==> src/rtl/mole_round_ctrl.sv <==
// mole_round_ctrl: whack-a-mole game sequencer.
// Each round lights one pseudo-random mole, runs the external countdown timer
// and scores the round from the player's hit or from timer expiry. Every
// output is a flop; the output next-state values are derived from the FSM
// next state so outputs always agree with the state they belong to.
module mole_round_ctrl #(
    parameter int unsigned NUM_MOLES  = 4,
    parameter int unsigned ROUNDS     = 10,
    parameter int unsigned SCORE_W    = 8,
    parameter int unsigned GAP_CYCLES = 2,
    parameter logic [7:0]  LFSR_SEED  = 8'hA5
) (
    input  logic                 clk_i,
    input  logic                 reset_i,
    input  logic                 start_i,
    input  logic [NUM_MOLES-1:0] hit_i,
    input  logic                 timer_done_i,
    output logic                 timer_rst_n_o,
    output logic [NUM_MOLES-1:0] mole_o,
    output logic [SCORE_W-1:0]   score_o,
    output logic [SCORE_W-1:0]   miss_o,
    output logic [7:0]           round_o,
    output logic                 busy_o,
    output logic                 game_over_o
);

    localparam int unsigned      IDX_W    = $clog2(NUM_MOLES);
    localparam int unsigned      GAP_W    = (GAP_CYCLES > 1) ? $clog2(GAP_CYCLES) : 1;
    localparam logic [GAP_W-1:0] GAP_LAST = GAP_W'(GAP_CYCLES - 1);
    localparam logic [SCORE_W-1:0] SAT    = '1;
    localparam logic [7:0]       ROUNDS_L = 8'(ROUNDS);

    typedef enum logic [2:0] {
        S_IDLE,
        S_LOAD,
        S_UP,
        S_GAP,
        S_DONE
    } state_t;

    state_t                 state_q, state_d;
    logic [7:0]             lfsr_q, lfsr_d;
    logic [IDX_W-1:0]       prev_idx_q, prev_idx_d;
    logic [GAP_W-1:0]       gap_cnt_q, gap_cnt_d;
    logic [NUM_MOLES-1:0]   mole_q, mole_d;
    logic [SCORE_W-1:0]     score_q, score_d;
    logic [SCORE_W-1:0]     miss_q, miss_d;
    logic [7:0]             round_q, round_d;
    logic                   busy_q, busy_d;
    logic                   game_over_q, game_over_d;
    logic                   timer_rst_n_q, timer_rst_n_d;

    logic [IDX_W-1:0]       raw_idx;
    logic [IDX_W-1:0]       pick_idx;
    logic                   hit_ok;
    logic                   hit_any;
    logic                   load_mole;

    // Free-running 8-bit Fibonacci LFSR, taps 8,6,5,4
    always_comb begin
        lfsr_d = {lfsr_q[6:0], lfsr_q[7] ^ lfsr_q[5] ^ lfsr_q[4] ^ lfsr_q[3]};
    end

    // Mole choice: low LFSR bits, bumped by one when it would repeat the last mole
    always_comb begin
        raw_idx  = lfsr_q[IDX_W-1:0];
        pick_idx = (raw_idx == prev_idx_q) ? raw_idx + IDX_W'(1) : raw_idx;
        hit_ok   = |(hit_i & mole_q);
        hit_any  = |hit_i;
    end

    // Next-state, scoring and registered-output decode
    always_comb begin
        state_d     = state_q;
        prev_idx_d  = prev_idx_q;
        gap_cnt_d   = gap_cnt_q;
        mole_d      = mole_q;
        score_d     = score_q;
        miss_d      = miss_q;
        round_d     = round_q;
        load_mole   = 1'b0;

        case (state_q)
            S_IDLE, S_DONE: begin
                if (start_i) begin
                    state_d   = S_LOAD;
                    score_d   = '0;
                    miss_d    = '0;
                    round_d   = '0;
                    load_mole = 1'b1;
                end
            end
            S_LOAD: begin
                state_d = S_UP;
            end
            S_UP: begin
                // A correct bit wins over wrong bits and over a same-cycle expiry
                if (hit_ok) begin
                    score_d = (score_q == SAT) ? score_q : score_q + SCORE_W'(1);
                end else if (hit_any || timer_done_i) begin
                    miss_d  = (miss_q == SAT) ? miss_q : miss_q + SCORE_W'(1);
                end
                if (hit_any || timer_done_i) begin
                    state_d   = S_GAP;
                    round_d   = round_q + 8'd1;
                    gap_cnt_d = '0;
                    mole_d    = '0;
                end
            end
            S_GAP: begin
                if (gap_cnt_q == GAP_LAST) begin
                    if (round_q == ROUNDS_L) begin
                        state_d = S_DONE;
                    end else begin
                        state_d   = S_LOAD;
                        load_mole = 1'b1;
                    end
                end else begin
                    gap_cnt_d = gap_cnt_q + GAP_W'(1);
                end
            end
            default: begin
                state_d = S_IDLE;
                mole_d  = '0;
            end
        endcase

        // The mole lights on the edge into LOAD so it is visible one cycle after start
        if (load_mole) begin
            mole_d     = NUM_MOLES'(1) << pick_idx;
            prev_idx_d = pick_idx;
        end

        busy_d        = (state_d == S_LOAD) || (state_d == S_UP) || (state_d == S_GAP);
        timer_rst_n_d = (state_d == S_UP);
        game_over_d   = (state_d == S_DONE);
    end

    // State, LFSR, counters and output flops
    always_ff @(posedge clk_i or negedge reset_i) begin
        if (!reset_i) begin
            state_q       <= S_IDLE;
            lfsr_q        <= LFSR_SEED;
            prev_idx_q    <= '0;
            gap_cnt_q     <= '0;
            mole_q        <= '0;
            score_q       <= '0;
            miss_q        <= '0;
            round_q       <= '0;
            busy_q        <= 1'b0;
            game_over_q   <= 1'b0;
            timer_rst_n_q <= 1'b0;
        end else begin
            state_q       <= state_d;
            lfsr_q        <= lfsr_d;
            prev_idx_q    <= prev_idx_d;
            gap_cnt_q     <= gap_cnt_d;
            mole_q        <= mole_d;
            score_q       <= score_d;
            miss_q        <= miss_d;
            round_q       <= round_d;
            busy_q        <= busy_d;
            game_over_q   <= game_over_d;
            timer_rst_n_q <= timer_rst_n_d;
        end
    end

    assign timer_rst_n_o = timer_rst_n_q;
    assign mole_o        = mole_q;
    assign score_o       = score_q;
    assign miss_o        = miss_q;
    assign round_o       = round_q;
    assign busy_o        = busy_q;
    assign game_over_o   = game_over_q;

endmodule

==> config.mk <==
export PLATFORM = sky130hd
export DESIGN_NAME = mole_round_ctrl
export DESIGN_NICKNAME = d
export VERILOG_FILES = /design/src/rtl/mole_round_ctrl.sv
export SDC_FILE = /design/constraint.sdc
export NUM_CORES = 1
export LEC_CHECK = 0
export CORE_MARGIN = 2
export CORE_UTILIZATION = 30
export DETAILED_ROUTE_END_ITERATION = 10
export DONT_BUFFER_PORTS = 1
export HOLD_SLACK_MARGIN = 0.02
export PLACE_DENSITY = 0.41
export RECOVER_POWER = 25
export SYNTH_ARGS = -nofsm -noshare
export SYNTH_HDL_FRONTEND = slang
export SYNTH_SLANG_ARGS = --single-unit
==> constraint.sdc <==
create_clock -name clk_i -period 2.2 [get_ports clk_i]
set_input_delay 0.44 -clock clk_i [delete_from_list [all_inputs] [get_ports clk_i]]
set_output_delay 0.44 -clock clk_i [all_outputs]
set_load 0.01 [all_outputs]
==> Yosys cells after proc, flatten, opt, wreduce, memory -nomap -nowiden <==
Cells that the tools add are included.
{ "word_totals": {"word_cells": 82, "regBits": 45} }
{ "op_classes": {"reduce_logical": 15, "n_addsub": 5, "n_mux": 26, "eq_ne": 20, "shift": 1, "bitwise": 4} }
{ "ops": {"columns": ["cell", "n"], "rows": [
  ["$mux 8", 7],
  ["$pmux 8 s2", 3],
  ["$add 8x1->8 const B", 3],
  ["$eq 8x8->1 const B", 2],
  ["$eq 3x2->1 const B", 4],
  ["$mux 3", 4],
  ["$ne 2x2->1 const B", 6],
  ["$pmux 3 s4", 1],
  ["$reduce_or 4->1", 3],
  ["$eq 8x4->1 const B", 1],
  ["$mux 4", 2],
  ["$pmux 4 s2", 1],
  ["$eq 3x1->1 const B", 2],
  ["$eq 3x3->1 const B", 2],
  ["$mux 1", 5],
  ["$reduce_and 5->1", 1],
  ["$and 4x4->4", 1],
  ["$pmux 1 s2", 2],
  ["$reduce_and 2->1", 2],
  ["$reduce_and 4->1", 1],
  ["$reduce_bool 2->1", 2],
  ["$shl 1x2->4 const A", 1],
  ["$logic_not 3->1", 1],
  ["$logic_or 1x1->1", 3],
  ["9 further kinds", 11]
]} }

==> Logic depth before layout (Yosys ltp) <==
Gate-level depths: netlist of run 1.
{ "depth": {"word_depth": 7, "mapped_depth": 8, "ltp_nobuf": 7} }

==> Least setup slack after synthesis of run 1 <==
OpenSTA, ideal clock, no wires.
{ "synth_timing": {"path_kind": "input -> register", "startpoint": "input port hit_i[0]", "endpoint": "register prev_idx_q[0]", "setup_time_ns": 0.125, "t_arrival_ns": 1.838, "required_ns": 2.075, "stages": 5, "path_slack_ns": 0.237, "path_cell_list": "nor4_2 -> a21oi_4 -> a211o_1 -> nand2_1 -> mux2_2"} }
{ "synth_rtl": {"columns": ["item", "line_no", "rtl"], "rows": [
  ["start, declared", "16", "input logic [NUM_MOLES-1:0] hit_i,"],
  ["end signal, assigned", "156", "prev_idx_q <= prev_idx_d;"],
  ["end, declared", "43", "logic [IDX_W-1:0] prev_idx_q, prev_idx_d;"]
]} }

==> Worst setup path in the final report of run 1 <==
{ "layout_timing": {"startpoint": "register mole_q[2], in the netlist mole_o[2]", "endpoint": "register miss_q[3], in the netlist miss_o[3]"} }
{ "layout_via": {"elab_chain_len": 4} }
{ "layout_rtl": {"columns": ["item", "line_no", "rtl"], "rows": [
  ["start, declared", "45", "logic [NUM_MOLES-1:0] mole_q, mole_d;"],
  ["start signal, assigned", "158", "mole_q <= mole_d;"],
  ["$and 4x4->4", "68", "hit_ok = |(hit_i & mole_q);"],
  ["$reduce_or 4->1", "68", null],
  ["$ne 2x2->1 (no line)", null, null],
  ["$reduce_and 5->1 (no line)", null, null],
  ["end signal, assigned", "160", "miss_q <= miss_d;"],
  ["end, declared", "47", "logic [SCORE_W-1:0] miss_q, miss_d;"]
]} }
No other way between the ends.
A chain may end at the register's enable or synchronous reset.

==> flow_summary.json, run 1 <==
{
  "outcome": "finished clean",
  "r2r-start": "mole_o[2]$_DFFE_PN0P_",
  "htreeDepth": 2,
  "cts_resized": 0,
  "slew_viol_final": 0,
  "r2r.worst_path.cells": 5,
  "synth_edf_count": 0,
  "ff2ff_setup_slack_ns": 0.18,
  "drc": 0,
  "fin_crit_sh": 0.920,
  "grt_pass1_vias": 1627,
  "min-delay-start": "lfsr_q[6]$_DFF_PN0_",
  "syn-mean-instance-area_um2": 10.1,
  "grt_max_degree": 46,
  "overflow": 0,
  "wl_met2_um": 2310,
  "synthFlopType": "dfrtp_1",
  "slowest_stage": "or4_4",
  "tns_ns": 0,
  "cts_tree": "done",
  "syn_area_mm2": 0.00220,
  "drive_gt1_frac": 0.164,
  "final_common_cell": "dfrtp_1",
  "crit_chain": "a22oi_1, nand2_1, o21a_1, or4_4, mux2i_1",
  "cts_sinks": 45,
  "final_cell_mix": "41 x dfrtp_1, 37 x nand2_1, 16 x buf_4",
  "cp_max_fo": 9,
  "worstSetupStartpointType": "flop",
  "hold_class": "flop to flop",
  "setup_slack_ns": 0.177,
  "power_density_mw_per_mm2": 1110,
  "synthArstFlopShare": 1.00,
  "critical_path.max_stage_delay_ns": 0.51,
  "ys_ff_latch": 45,
  "crit_required_ns": 2.39,
  "n_antenna_cell": 0,
  "postRouteAntennaNets": 0,
  "dp_hpwl_um": 3690,
  "grt_pass1_wl_um": 8510,
  "power_leakage_uw": 0.00116,
  "clk_pin_slew_ns": 0.09,
  "syn_to_final_growth_pct": 14.8,
  "fin_crit_ns": 2.02,
  "setup_viol": 0,
  "grt_util_all_layers": 0.139,
  "fin_area_mm2": 0.00253,
  "hold_end": "lfsr_q[7]$_DFF_PN1_",
  "wl_met1_um": 2550,
  "cts_buffer_depth": 2,
  "highest_layer": "met4",
  "final_nets": 249,
  "maxCapViolCount": 0,
  "num_io_pins": 39,
  "fmax_ghz": 0.494,
  "wl_um": 5190,
  "critPathArrivalTime_ns": 2.21,
  "root_buffer": "clkbuf_8",
  "synthCells": 217,
  "worst_pin_slew_ns": 1.17,
  "ys_seq_area_frac": 0.514,
  "reg2reg_to": "miss_o[3]$_DFFE_PN0P_",
  "hold_viol": 0,
  "dieArea_mm2": 0.00803,
  "yosys_warnings": 0,
  "placed_area_mm2": 0.00242,
  "vias": 1652,
  "port_buffers": 0,
  "wl_per_cell_um": 15.4,
  "end_kind": "flop",
  "die_w_um": 89.6,
  "irDropWorstVdd_mv": 0.421,
  "rsz0062_at_grt": "false",
  "min_path_cells": 0,
  "cts_inserted_buffers": 5,
  "dp_slack_ns": 0.179,
  "syn-num-nets": 229,
  "slew-limit-headroom": 0.221,
  "insertion_delay_ns": 0.30,
  "critical_path_class": "flop to flop",
  "finClkSkew_ns": 0.00794,
  "initial_utilization": 0.307,
  "vias_per_cell": 4.90,
  "antenna_found_initial": 0,
  "die_y_um": 89.6,
  "yosysUniqueCellTypes": 43,
  "drtPass1Iterations": 4,
  "drt_iter0_markers": 77,
  "rows": 31,
  "coreArea_mm2": 0.00718,
  "dr_wl_met3_um": 279,
  "globalplace.congestion": 0.788
}
area by class of cell:
type / count / area (um^2)
fill: 752 / 4650
sequential: 45 / 1130
clock buffer: 5 / 68.8
clock inverter: 3 / 22.5
tap: 99 / 124
multi-input combinational: 163 / 1030
inverter: 4 / 15.0
timing repair buffer: 18 / 135
registers in the layout, indices dropped and copies added, names as in the netlist, 2 cells and up:
register and cells:
score_o 8, mole_o 4, miss_o 8, lfsr_q 8, round_o 8, prev_idx_q 2, state_q 3
cells by family (layout without fill, tap and decap cells):
kind of cell | after synthesis | count (layout) | synth area share
multiplexers | 14 | 14 | 0.0654
XOR/XNOR | 9 | 9 | 0.0358
buffers and inverters | 9 | 30 | 0.0176
adder cells (fa/ha/maj) | 4 | 4 | 0.0228
AND/OR/NAND/NOR | 99 | 99 | 0.231
AO/OA/AOI/OAI | 37 | 37 | 0.113
flip-flops | 45 | 45 | 0.514
cell usage after synthesis (6+ instances only):
cell type / instances / area [um^2]
dfrtp_1: 41 / 1030
mux2i_1: 11 / 110
nand2_1: 37 / 139
nand2b_1: 6 / 37.5
nand3_1: 8 / 40.0
nand4_1: 8 / 50.1
nor2_1: 15 / 56.3
o21ai_0: 13 / 65.1
xor2_1: 6 / 52.6
power breakdown:
part           leakage (uW)  internal (uW)  switching, uW
Clock             0.0000481            226            309
Sequential         0.000588            976            170
Combinational      0.000526            460            651
Total               0.00116           1660           1130
repair_timing:
item / CTS / global route
hold buffers: 2 / 0
endpoints found under the hold margin: 45 / 0
setup endpoints to repair: 0 / 0
buffers inserted: 0 / 0
stage by stage:
stage	power [uW]	util	cells	hold slack, ns
finish	2790	0.352	337	0.366
global route	3020	0.352	337	0.388
CTS	2840	0.355	337	0.373
detailed placement	2260	0.337	327	0.147
global placement	2250	0.337	327	0.146
floorplan	1870	-	217	0.144
layer usage:
| metal | vias up | GRT usage |
|---|---|---|
| met5 | - | 0 |
| met4 | 0 | 0.0339 |
| met3 | 4 | 0.0430 |
| met2 | 43 | 0.201 |
| met1 | 791 | 0.201 |
| li1 | 814 | - |
how the worst max path moves through the flow:
stage                     slack, ns                         to  depth (start not counted)                  start
after floorplan                0.24  prev_idx_q[0]$_DFFE_PN0P_                          5               hit_i[0]
after global placement         0.16      miss_o[3]$_DFFE_PN0P_                          5  mole_o[2]$_DFFE_PN0P_
after detailed placement       0.18      miss_o[3]$_DFFE_PN0P_                          5  mole_o[2]$_DFFE_PN0P_
final                          0.18      miss_o[3]$_DFFE_PN0P_                          5  mole_o[2]$_DFFE_PN0P_
after CTS                      0.15      miss_o[3]$_DFFE_PN0P_                          5  mole_o[2]$_DFFE_PN0P_
after global routing           0.07      miss_o[7]$_DFFE_PN0P_                          5  mole_o[2]$_DFFE_PN0P_
critical path, delay by kind of cell (launching register included):
family          cells  cell delay, ns
compound gates      2            0.66
flops               1            0.44
mux                 1            0.13
simple gates        2            0.69
(Power assumes the default switching activity.)
==> inputs of run 2 (changes only) <==
--- a/config.mk
+++ b/config.mk
@@ -10,7 +10,6 @@
 export DETAILED_ROUTE_END_ITERATION = 10
 export DONT_BUFFER_PORTS = 1
 export HOLD_SLACK_MARGIN = 0.02
-export PLACE_DENSITY = 0.41
 export RECOVER_POWER = 25
 export SYNTH_ARGS = -nofsm -noshare
 export SYNTH_HDL_FRONTEND = slang
==> flow_summary.json, run 2 (synthesis results as in run 1) <==
{
  "outcome": "finished clean",
  "initial_utilization": 0.307,
  "wl_um": 4690,
  "worst_pin_slew_ns": 1.09,
  "cts_tree": "done",
  "clk_pin_slew_ns": 0.09,
  "cts_inserted_buffers": 5,
  "tns_ns": 0,
  "n_antenna_cell": 0,
  "critPathArrivalTime_ns": 2.21,
  "die_y_um": 89.6,
  "power.total_uw": 2860,
  "highest_layer": "met4",
  "finClkSkew_ns": 0.00256,
  "setup_slack_ns": 0.182,
  "port_buffers": 0,
  "antenna_found_initial": 0,
  "power_leakage_uw": 0.00116,
  "htreeDepth": 2,
  "grt_pass1_vias": 1524,
  "drtPass1Iterations": 4,
  "drc": 0,
  "final_common_cell": "dfrtp_1",
  "slew-limit-headroom": 0.274,
  "fin_crit_ns": 2.02,
  "worstSetupStartpointType": "flop",
  "die_w_um": 89.6,
  "critical_path_class": "flop to flop",
  "setup_viol": 0,
  "slew_viol_final": 0,
  "end_kind": "flop",
  "cts_buffer_depth": 2,
  "syn_to_final_growth_pct": 15.3,
  "crit_required_ns": 2.40,
  "final_cell_mix": "41 x dfrtp_1, 37 x nand2_1, 15 x nor2_1",
  "rows": 31,
  "insertion_delay_ns": 0.30,
  "grt_util_all_layers": 0.127,
  "postRouteAntennaNets": 0,
  "drive_gt1_frac": 0.153,
  "rsz0062_at_grt": "false",
  "vias": 1627,
  "grt_pass1_wl_um": 7790,
  "hold_class": "flop to flop",
  "dp_hpwl_um": 3500,
  "nFillCells": 751,
  "irDropWorstVdd_mv": 0.412,
  "wl_met2_um": 2020,
  "overflow": 0,
  "dieArea_mm2": 0.00803,
  "wl_per_cell_um": 14.0,
  "grt_max_degree": 46,
  "drt_iter0_markers": 87,
  "dr_wl_met3_um": 363,
  "fmax_ghz": 0.496,
  "postCtsSetupBuffers": 0,
  "hold_viol": 0,
  "coreArea_mm2": 0.00718,
  "wl_met1_um": 2260,
  "maxCapViolCount": 0,
  "cp_max_fo": 9,
  "vias_per_cell": 4.86,
  "num_io_pins": 39,
  "cts_sinks": 45,
  "globalplace.congestion": 0.768,
  "fin_crit_sh": 0.917,
  "final_nets": 247,
  "power_density_mw_per_mm2": 1130,
  "dp_slack_ns": 0.203,
  "root_buffer": "clkbuf_8"
}
## run 2: final timing paths
path	from	endpoint	slack, ns	cells after the start
max reg2reg	state_q[2]$_DFF_PN0_	miss_o[3]$_DFFE_PN0P_	0.18	5
min reg2reg	lfsr_q[6]$_DFF_PN0_	lfsr_q[7]$_DFF_PN1_	0.36	0
min	lfsr_q[6]$_DFF_PN0_	lfsr_q[7]$_DFF_PN1_	0.36	0
min in group asynchronous	reset_i	round_o[5]$_DFFE_PN0P_	0.88	2
max	state_q[2]$_DFF_PN0_	miss_o[3]$_DFFE_PN0P_	0.18	5
max in group asynchronous	reset_i	score_o[2]$_DFFE_PN0P_	0.66	2
## run 2: critical path, cell delays in order (launching register included)
cell     delay [ns]
dfrtp_1        0.39
or3b_4         0.45
a21oi_4        0.27
nor2_2         0.14
or4_4          0.53
mux2i_1        0.13
## run 2: timing repair
item,in CTS,in global routing
resized for setup,0,0
hold buffers,2,0
endpoints found under the hold margin,45,0
## run 2: area by class of cell
cell class              count  area [um^2]  area share
clock buffers               5         68.8      0.0271
well taps                  99          124      0.0488
clock inverters             3         47.5      0.0187
multi-input cells         163         1030       0.406
flip-flops and latches     45         1130       0.446
inverters                   4         15.0     0.00592
repair buffers             16          120      0.0474
## run 2: metal layers
layer  up-vias  track usage
met5         -            0
li1        810            -
met4         0       0.0380
met1       769        0.182
met3         8       0.0521
met2        40        0.176
## run 2: where the power goes
group / leakage [uW] / switching (uW) / internal [uW]
Sequential: 0.000588 / 160 / 976
Combinational: 0.000515 / 631 / 446
Clock: 0.0000591 / 301 / 347
## run 2: through the flow
step           hold WS (ns)  cell area (um^2)  instances  utilization
2_1_floorplan         0.144              2200        217            -
3_3_place_gp          0.146              2400        325        0.335
3_5_place_dp          0.146              2400        325        0.335
4_1_cts               0.359              2560        335        0.357
5_1_grt               0.369              2540        335        0.353
6_report              0.357              2540        335        0.353
